[src/rtl/frame_pkg.sv]
// Shared definitions for the UART frame path: default geometry, header bytes,
// pixel width and the capture state machine encoding.
package frame_pkg;

  localparam int DEF_W     = 200;
  localparam int DEF_H     = 150;
  localparam int PIX_TOTAL = DEF_W * DEF_H;
  localparam int PIX_W     = 12;
  localparam int IDX_W     = 15;

  localparam logic [7:0] DEF_SYNC0 = 8'hAA;
  localparam logic [7:0] DEF_SYNC1 = 8'h55;

  typedef enum logic [1:0] {
    HUNT0,
    HUNT1,
    DATA,
    DONE
  } frame_state_t;

endpackage

[src/rtl/byte_timeout.sv]
// Idle-gap counter: counts clocks while not cleared and saturates at TERMINAL,
// raising terminal for as long as it sits there.
module byte_timeout #(
  parameter logic [23:0] TERMINAL = 24'd4_999_999
) (
  input  logic clk,
  input  logic rst,
  input  logic clear,
  output logic terminal
);

  logic [23:0] count;

  always_ff @(posedge clk or posedge rst) begin
    if (rst) begin
      count <= 24'd0;
    end else if (clear) begin
      count <= 24'd0;
    end else if (count != TERMINAL) begin
      count <= count + 24'd1;
    end
  end

  assign terminal = (count == TERMINAL);

endmodule

[src/rtl/uart_pixel_packer.sv]
// Packs the UART byte stream into RGB444 pixels (3 bytes -> 2 pixels) after an
// SYNC0/SYNC1 header, captures one W*H frame per capture window, aborts on idle.
module uart_pixel_packer
  import frame_pkg::*;
#(
  parameter int          W              = DEF_W,
  parameter int          H              = DEF_H,
  parameter logic [7:0]  SYNC0          = DEF_SYNC0,
  parameter logic [7:0]  SYNC1          = DEF_SYNC1,
  parameter logic [23:0] TIMEOUT_CYCLES = 24'd5_000_000
) (
  input  logic                 clk,
  input  logic                 rst,
  input  logic                 capture_en,
  input  logic                 byte_valid,
  input  logic [7:0]           byte_data,
  output logic                 pix_valid,
  output logic [PIX_W-1:0]     pix_data,
  output logic [IDX_W-1:0]     pix_index,
  output logic                 frame_active,
  output logic                 frame_done,
  output logic                 frame_err
);

  localparam logic [IDX_W-1:0] LAST_IDX = IDX_W'(W * H - 1);

  frame_state_t     state;
  logic [1:0]       phase;
  logic [7:0]       b0_q;
  logic [3:0]       nib_q;
  logic [IDX_W-1:0] pix_cnt;

  logic             idle_clear;
  logic             idle_term;
  logic             timeout_hit;
  logic             emit_now;
  logic [PIX_W-1:0] emit_pix;

  // A byte in the terminal-count cycle wins, so the abort needs an idle cycle.
  assign timeout_hit = (state == DATA) && capture_en && !byte_valid && idle_term;
  assign idle_clear  = !capture_en || (state != DATA) || byte_valid || timeout_hit;

  byte_timeout #(
    .TERMINAL(TIMEOUT_CYCLES - 24'd1)
  ) u_timeout (
    .clk     (clk),
    .rst     (rst),
    .clear   (idle_clear),
    .terminal(idle_term)
  );

  // Phase 1 completes P0 from the stored b0; phase 2 completes P1 from the stored nibble.
  always_comb begin
    emit_now = (state == DATA) && capture_en && byte_valid && (phase != 2'd0);
    emit_pix = {nib_q, byte_data};
    if (phase == 2'd1) begin
      emit_pix = {b0_q, byte_data[7:4]};
    end
  end

  always_ff @(posedge clk or posedge rst) begin
    if (rst) begin
      state        <= HUNT0;
      phase        <= 2'd0;
      b0_q         <= 8'd0;
      nib_q        <= 4'd0;
      pix_cnt      <= '0;
      pix_valid    <= 1'b0;
      pix_data     <= '0;
      pix_index    <= '0;
      frame_active <= 1'b0;
      frame_done   <= 1'b0;
      frame_err    <= 1'b0;
    end else begin
      pix_valid  <= 1'b0;
      frame_done <= 1'b0;
      frame_err  <= 1'b0;

      if (!capture_en) begin
        state        <= HUNT0;
        phase        <= 2'd0;
        pix_cnt      <= '0;
        frame_active <= 1'b0;
      end else begin
        case (state)
          HUNT0: begin
            if (byte_valid && (byte_data == SYNC0)) begin
              state <= HUNT1;
            end
          end

          HUNT1: begin
            if (byte_valid) begin
              if (byte_data == SYNC1) begin
                state        <= DATA;
                phase        <= 2'd0;
                pix_cnt      <= '0;
                frame_active <= 1'b1;
              end else if (byte_data != SYNC0) begin
                state <= HUNT0;
              end
            end
          end

          DATA: begin
            if (timeout_hit) begin
              frame_err    <= 1'b1;
              frame_active <= 1'b0;
              phase        <= 2'd0;
              pix_cnt      <= '0;
              state        <= HUNT0;
            end else if (byte_valid) begin
              phase <= (phase == 2'd2) ? 2'd0 : phase + 2'd1;
              if (phase == 2'd0) begin
                b0_q <= byte_data;
              end
              if (phase == 2'd1) begin
                nib_q <= byte_data[3:0];
              end
              if (emit_now) begin
                pix_valid <= 1'b1;
                pix_data  <= emit_pix;
                pix_index <= pix_cnt;
                pix_cnt   <= pix_cnt + 1'b1;
                if (pix_cnt == LAST_IDX) begin
                  frame_done   <= 1'b1;
                  frame_active <= 1'b0;
                  state        <= DONE;
                end
              end
            end
          end

          DONE: begin
            state <= DONE;
          end

          default: state <= HUNT0;
        endcase
      end
    end
  end

endmodule

[config.mk]
export PLATFORM = sky130hd
export DESIGN_NAME = uart_pixel_packer
export DESIGN_NICKNAME = d
export VERILOG_FILES = /design/src/rtl/frame_pkg.sv /design/src/rtl/byte_timeout.sv /design/src/rtl/uart_pixel_packer.sv
export SDC_FILE = /design/constraint.sdc
export NUM_CORES = 1
export LEC_CHECK = 0
export ABC_AREA = 1
export BUFFER_PORTS_ARGS = -buffer_cell sky130_fd_sc_hd__buf_2
export CAP_MARGIN = 10
export CORE_UTILIZATION = 44
export CTS_CLUSTER_DIAMETER = 80
export DETAILED_ROUTE_END_ITERATION = 10
export PLACE_DENSITY = 0.64
export SLEW_MARGIN = 10
export SYNTH_ARGS = -nofsm -noshare
export SYNTH_HDL_FRONTEND = slang
export SYNTH_SLANG_ARGS = --single-unit
[constraint.sdc]
create_clock -name clk -period 2.64 [get_ports clk]
set_input_delay 0.528 -clock clk [delete_from_list [all_inputs] [get_ports clk]]
set_output_delay 0.528 -clock clk [all_outputs]
set_load 0.005 [all_outputs]
==> run_results.csv, run 1 <==
group,metric,value,unit
pwr,p_comb_frac,0.060,
timing,slew_violations,0,
critical_path,critPathMaxFanout,22,
final_layout,area_growth,12.7,%
placement,placed_cells,750,
timing,worst_pin_slew,0.526,ns
pwr,leakagePower,2.40,nW
global_route,gr-total-overflow,0,
pwr,power.density,497,nW/um^2
placement,dp_hpwl,7320,microns
synth,synthesis.nets,598,
floorplan,pin_count,43,
pwr,clock_power_share,0.407,
critical_path,endpoint,"pix_cnt[6]$_DFFE_PP0P_",
critical_path,r2r-end,"pix_cnt[6]$_DFFE_PP0P_",
timing,final_hold_viol_count,0,
detailed_routing,ant_nets,0,
critical_path,reg2reg_setup_slack,0.52,ns
critical_path,r2r_cells,9,
pwr,swShare,0.243,
clock_network,clockRootBuffer,"clkbuf_8",
timing,min_period,2.12,ns
synth,syn-cell-area,4480,sq um
critical_path,worstPathRequired,2.94,ns
final_layout,fin_nets,642,
pwr,power.switching,0.611,mW
synth,ys_warn_count,0,
synth,synth_edf_count,0,
timing,fmax,471,MHz
floorplan,die_area,10600,sq um
final_layout,insertedDiodeCount,0,
floorplan,rows,36,
final_layout,fillerInstances,990,
detailed_routing,via_per_inst,5.12,
clock_network,numCtsBuffers,9,
placement,gp_congestion,0.914,
floorplan,fp.dieH,103,microns
critical_path,r2r_start,"u_timeout.count[0]$_DFFE_PP0P_",
detailed_routing,avgRoutedWirePerCell,13.3,microns
clock_network,worstSkewPairLatency,0.36,ns
global_route,grt_max_degree,87,
timing,fin_setup_tns,0,ns
critical_path,cp.arrival,2.42,ns
floorplan,die_x,103,microns
clock_network,cts_tree,"done",
clock_network,cts_resized,0,
synth,synthFlopType,"dfrtp_1",
timing,setup_viol,0,
final_layout,drive_gt1_frac,0.134,
critical_path,timing_worst_setup_path_type,"reg -> reg",
synth,yosysSeqAreaShare,0.480,
clock_network,path_clk_slew,0.09,ns
synth,syn_area_per_cell,7.67,sq um
timing,rsz0062_at_grt,"false",
floorplan,start_util,0.456,
synth,netlist_instances,584,
critical_path,critPathLaunchType,"flop",
placement,place_ws,0.478,ns
clock_network,cts_hold_buf,0,
detailed_routing,drtIter0Drc,233,
global_route,grt_pass1_vias,3664,
global_route,grt.total_usage,0.215,
outcome,status,"finished, final reports clean",
timing,post-route-period-util,0.804,
pwr,seq_power_share,0.533,
floorplan,core,9820,sq um
detailed_routing,vias,3920,
final_layout,final_cells,766,
hold_path,hold_path_class,"in -> async",
clock_network,numClockSinks,86,
pwr,p_int,1.90,mW
detailed_routing,first_pass_iters,4,
synth,async_reset_ff_frac,1.00,
timing,skew,0.0126,ns
detailed_routing,drc_errors,0,
timing,slew_headroom,0.648,
timing,worst_slack,0.517,ns
synth,yosys.cell_types.count,32,
clock_network,cts_buffer_depth,2,
critical_path,crit_path_end_kind,"flop",
run,cap_viol_max_count,0,
pwr,ir_worst_vdd,200,uV
clock_network,htree_levels,3,
synth,synth-seq-cells,86,
global_route,antenna_found_initial,0,
placement,port_buffers,42,
global_route,grt_pass1_wl,17500,microns
critical_path,startpoint,"u_timeout.count[0]$_DFFE_PP0P_",
detailed_routing,drt-total-wl,10200,microns
clock_network,post_cts_buffers,0,
stage by stage:
step | utilization | total power [mW] | hold WS [ns] | area (sq um)
after floorplan | - | 1.47 | 0.442 | 4490
after global placement | 0.493 | 1.51 | 0.451 | 4840
after detailed placement | 0.493 | 1.52 | 0.455 | 4840
after CTS | 0.515 | 2.54 | 0.304 | 5050
after global routing | 0.515 | 2.62 | 0.328 | 5050
final | 0.515 | 2.51 | 0.275 | 5050
power by group through the flow:
stage	clock network (mW)	registers (mW)	logic, mW
after floorplan	0	1.36	0.112
after global placement	0	1.36	0.150
after detailed placement	0	1.36	0.153
after global routing	1.10	1.34	0.173
after CTS	1.04	1.34	0.154
final	1.02	1.34	0.151
logic make-up after synthesis:
family,count (synthesis),share of synthesized area
compound gates,57,0.0723
flops,86,0.480
simple gates,353,0.347
fa+ha+maj,2,0.00558
buf+inv,71,0.0642
xor+xnor,13,0.0254
mux,2,0.00502
cell usage in the layout (no fill, tap or decap), drive strengths merged, types with 4 or more instances in the layout:
master,Yosys,layout
a21oi,9,9
a31oi,12,12
buf,7,47
clkbuf,7,10
clkinv,1,4
dfrtp,86,86
inv,56,55
nand2,183,183
nand3,31,31
nand3b,8,8
nand4,22,22
nor2,85,85
nor3,21,21
o21ai,34,34
xor2,12,12
how the worst min path moves through the flow:
stage / startpoint / endpoint / slack, ns / depth (start not counted)
after floorplan: b0_q[5]$_DFFE_PP0P_ / b0_q[5]$_DFFE_PP0P_ / 0.44 / 2
after global placement: pix_index[2]$_DFFE_PP0P_ / pix_index[2]$_DFFE_PP0P_ / 0.45 / 2
after global routing: rst / pix_cnt[9]$_DFFE_PP0P_ / 0.33 / 3
after CTS: rst / phase[0]$_DFFE_PP0P_ / 0.30 / 3
final: rst / pix_index[14]$_DFFE_PP0P_ / 0.28 / 3
after detailed placement: pix_index[7]$_DFFE_PP0P_ / pix_index[7]$_DFFE_PP0P_ / 0.45 / 2
layer usage:
metal,GRT usage,wire (microns),vias up
met1,0.319,5020,1822
met3,0.0305,474,14
met4,0.0802,168,0
met2,0.318,4500,101
met5,0,0,-
li1,-,-,1983
state kept, by name, summed over array words and instances, names as in the netlist, 2 cells and up:
| register | flops |
|---|---|
| nib_q | 4 |
| u_timeout.count | 24 |
| state | 2 |
| b0_q | 8 |
| pix_data | 12 |
| pix_index | 15 |
| phase | 2 |
| pix_cnt | 15 |
cell usage after synthesis, types with 2 or more instances:
cell type,count,area share
nand2_1,181,0.15
dfrtp_1,86,0.48
nor2_1,82,0.069
inv_1,52,0.044
nand3_1,29,0.032
o21ai_0,27,0.030
nand4_1,21,0.029
nor3_1,19,0.021
a31oi_1,12,0.017
xor2_1,12,0.023
a21oi_1,9,0.010
nand3b_1,8,0.013
clkbuf_1,7,0.0059
buf_2,5,0.0056
o21ai_2,5,0.0098
inv_2,4,0.0033
buf_6,2,0.0050
ha_1,2,0.0056
mux2_2,2,0.0050
nand2_2,2,0.0028
nand3_4,2,0.0078
nor2_2,2,0.0028
nor4_1,2,0.0028
o21ai_1,2,0.0022
o21bai_1,2,0.0033
layout make-up:
cell class / instances / area, sq um / share of cell area
clock buffer: 10 / 128 / 0.0253
clock inverter: 6 / 86.3 / 0.0171
inverter: 57 / 218 / 0.0431
multi-input combinational: 427 / 2040 / 0.404
sequential: 86 / 2150 / 0.426
tap: 133 / 166 / 0.0329
timing repair buffer: 47 / 260 / 0.0515
critical path: stages, from the launching register on:
cell and delay, ns:
dfrtp_1 0.40, ha_1 0.23, nand3_1 0.17, nor2_2 0.22, nand4_4 0.27, nand2_2 0.18
nand3_4 0.25, inv_2 0.21, nand2_1 0.07, nand2_1 0.06
Power figures use the tool's default switching activity.
==> run 2, diff against run 1 <==
==> constraint.sdc (replaced) <==
create_clock -name clk -period 1.9 [get_ports clk]
set_input_delay 0.38 -clock clk [delete_from_list [all_inputs] [get_ports clk]]
set_output_delay 0.38 -clock clk [all_outputs]
set_load 0.005 [all_outputs]
==> run 2 against run 1 <==
Compared with the run above: setup slack worse by 0.34 ns; clock skew is 0.0076 ns lower; hold slack worse by 0.14 ns; critical endpoint is now frame_active$_DFFE_PP0P_; largest power group unchanged.
==> run_results.csv, run 2 (synthesis results as in run 1) <==
group,metric,value,unit
placement,place_area,4960,sq um
final_layout,largest_registers,"u_timeout.count (24), pix_cnt (15), pix_index (15)",
global_route,gr-total-overflow,0,
detailed_routing,drtIter0Drc,254,
clock_network,cts_buffer_depth,2,
clock_network,numClockSinks,86,
hold_path,hold_path_class,"in -> async",
timing,fin_hold_ws,0.133,ns
placement,place_ws,0.0497,ns
floorplan,core,9820,sq um
global_route,grt_max_degree,87,
timing,fmax,579,MHz
timing,setup_viol,0,
final_layout,top_register,"u_timeout.count",
timing,post-route-period-util,0.909,
global_route,antenna_found_initial,0,
floorplan,pin_count,43,
final_layout,largest_register_ff_count,24,
clock_network,cts_hold_buf,0,
critical_path,worstPathRequired,2.16,ns
global_route,grt_pass1_wl,18000,microns
detailed_routing,ant_nets,0,
global_route,grt_pass1_vias,3605,
final_layout,fillerInstances,993,
critical_path,timing_worst_setup_path_type,"reg -> reg",
floorplan,die_x,103,microns
final_layout,final_common_cell,"nand2_1",
clock_network,htree_levels,3,
final_layout,layout_common_cells,"nand2_1 (181), dfrtp_1 (86), nor2_1 (80)",
run,cap_viol_max_count,0,
critical_path,critPathLaunchType,"flop",
placement,dp_hpwl,7530,microns
floorplan,fp.dieH,103,microns
timing,final_hold_viol_count,0,
final_layout,fin_nets,659,
global_route,grt.total_usage,0.221,
timing,worst_pin_slew,0.456,ns
final_layout,area_growth,15.2,%
detailed_routing,drt-total-wl,10500,microns
pwr,ir_worst_vdd,316,uV
floorplan,start_util,0.456,
detailed_routing,via_per_inst,5.04,
final_layout,insertedDiodeCount,0,
placement,port_buffers,42,
pwr,leakagePower,2.46,nW
timing,fin_setup_tns,0,ns
pwr,power.density,627,nW/um^2
outcome,status,"finished, final reports clean",
clock_network,path_clk_slew,0.08,ns
floorplan,die_area,10600,sq um
floorplan,rows,36,
detailed_routing,vias,3942,
critical_path,crit_path_end_kind,"flop",
timing,skew,0.00501,ns
clock_network,clockRootBuffer,"clkbuf_8",
critical_path,cp.arrival,1.98,ns
timing,slew_violations,0,
timing,slew_headroom,0.696,
clock_network,numCtsBuffers,9,
placement,gp_congestion,0.890,
clock_network,cts_tree,"done",
critical_path,critPathMaxFanout,17,
detailed_routing,first_pass_iters,5,
timing,min_period,1.73,ns
timing,worst_slack,0.172,ns
detailed_routing,drc_errors,0,
detailed_routing,avgRoutedWirePerCell,13.5,microns
clock_network,worstSkewPairLatency,0.36,ns
final_layout,drive_gt1_frac,0.160,
final_layout,finalInstanceArea,5160,sq um
pwr,p_total,3.23,mW
run 2: changes by cell type in the layout (fill, tap and decap cells not counted), sizes merged:
cell / delta
clkbuf: +2
clkinv: -1
nand3: +1
bufinv: -2
buf: +16
run 2: path summary, 6_finish.rpt:
path | startpoint | end | slack (ns) | cells past startpoint
setup / recovery | u_timeout.count[0]$_DFFE_PP0P_ | frame_active$_DFFE_PP0P_ | 0.17 | 9
hold / removal | rst | pix_index[6]$_DFFE_PP0P_ | 0.13 | 3
setup reg to reg | u_timeout.count[0]$_DFFE_PP0P_ | frame_active$_DFFE_PP0P_ | 0.17 | 9
hold reg to reg | pix_index[2]$_DFFE_PP0P_ | pix_index[2]$_DFFE_PP0P_ | 0.47 | 2
max in group asynchronous | rst | pix_data[4]$_DFFE_PP0P_ | 1.41 | 3
min in group clk | byte_data[2] | pix_data[2]$_DFFE_PP0P_ | 0.29 | 3
run 2: through the flow:
step / utilization / std cells
2_1_floorplan: - / 584
3_3_place_gp: 0.505 / 766
3_5_place_dp: 0.505 / 766
4_1_cts: 0.522 / 781
5_1_grt: 0.526 / 782
6_report: 0.526 / 782
run 2: cell type report:
class	instances	area (sq um)	share of cell area
Sequential cell	86	2150	0.417
Multi-Input combinational cell	428	2080	0.402
Timing Repair Buffer	63	380	0.0737
Inverter	57	220	0.0427
Tap cell	133	166	0.0322
Clock buffer	12	145	0.0281
Clock inverter	3	21.3	0.00412
run 2: timing repair:
item / CTS / global route
resized for setup: 0 / 7
endpoints found under the hold margin: 0 / 0
setup buffers: 0 / 0
setup endpoints to repair: 0 / 25
run 2: worst max-delay path, stage by stage, from the launching register on:
cell,delay (ns)
dfrtp_1,0.41
ha_2,0.24
nand3_2,0.13
nor2_4,0.16
nand4_4,0.11
buf_4,0.22
nand3_1,0.19
nand2_1,0.07
nand2_1,0.05
nand2_1,0.04
run 2: layer usage:
metal | GRT usage | wire length [microns] | part of all wire | vias to the layer above
met5 | 0 | 0 | 0 | -
met3 | 0.0434 | 561 | 0.053 | 13
met4 | 0.0672 | 136 | 0.013 | 0
met2 | 0.321 | 4640 | 0.44 | 98
met1 | 0.331 | 5210 | 0.49 | 1832
li1 | - | - | - | 1999
run 2: power breakdown:
| group | internal (mW) | switching (mW) | total [mW] |
|---|---|---|---|
| Sequential | 1.85 | 0.0112 | 1.86 |
| Clock | 0.505 | 0.649 | 1.15 |
| Combinational | 0.0616 | 0.161 | 0.223 |
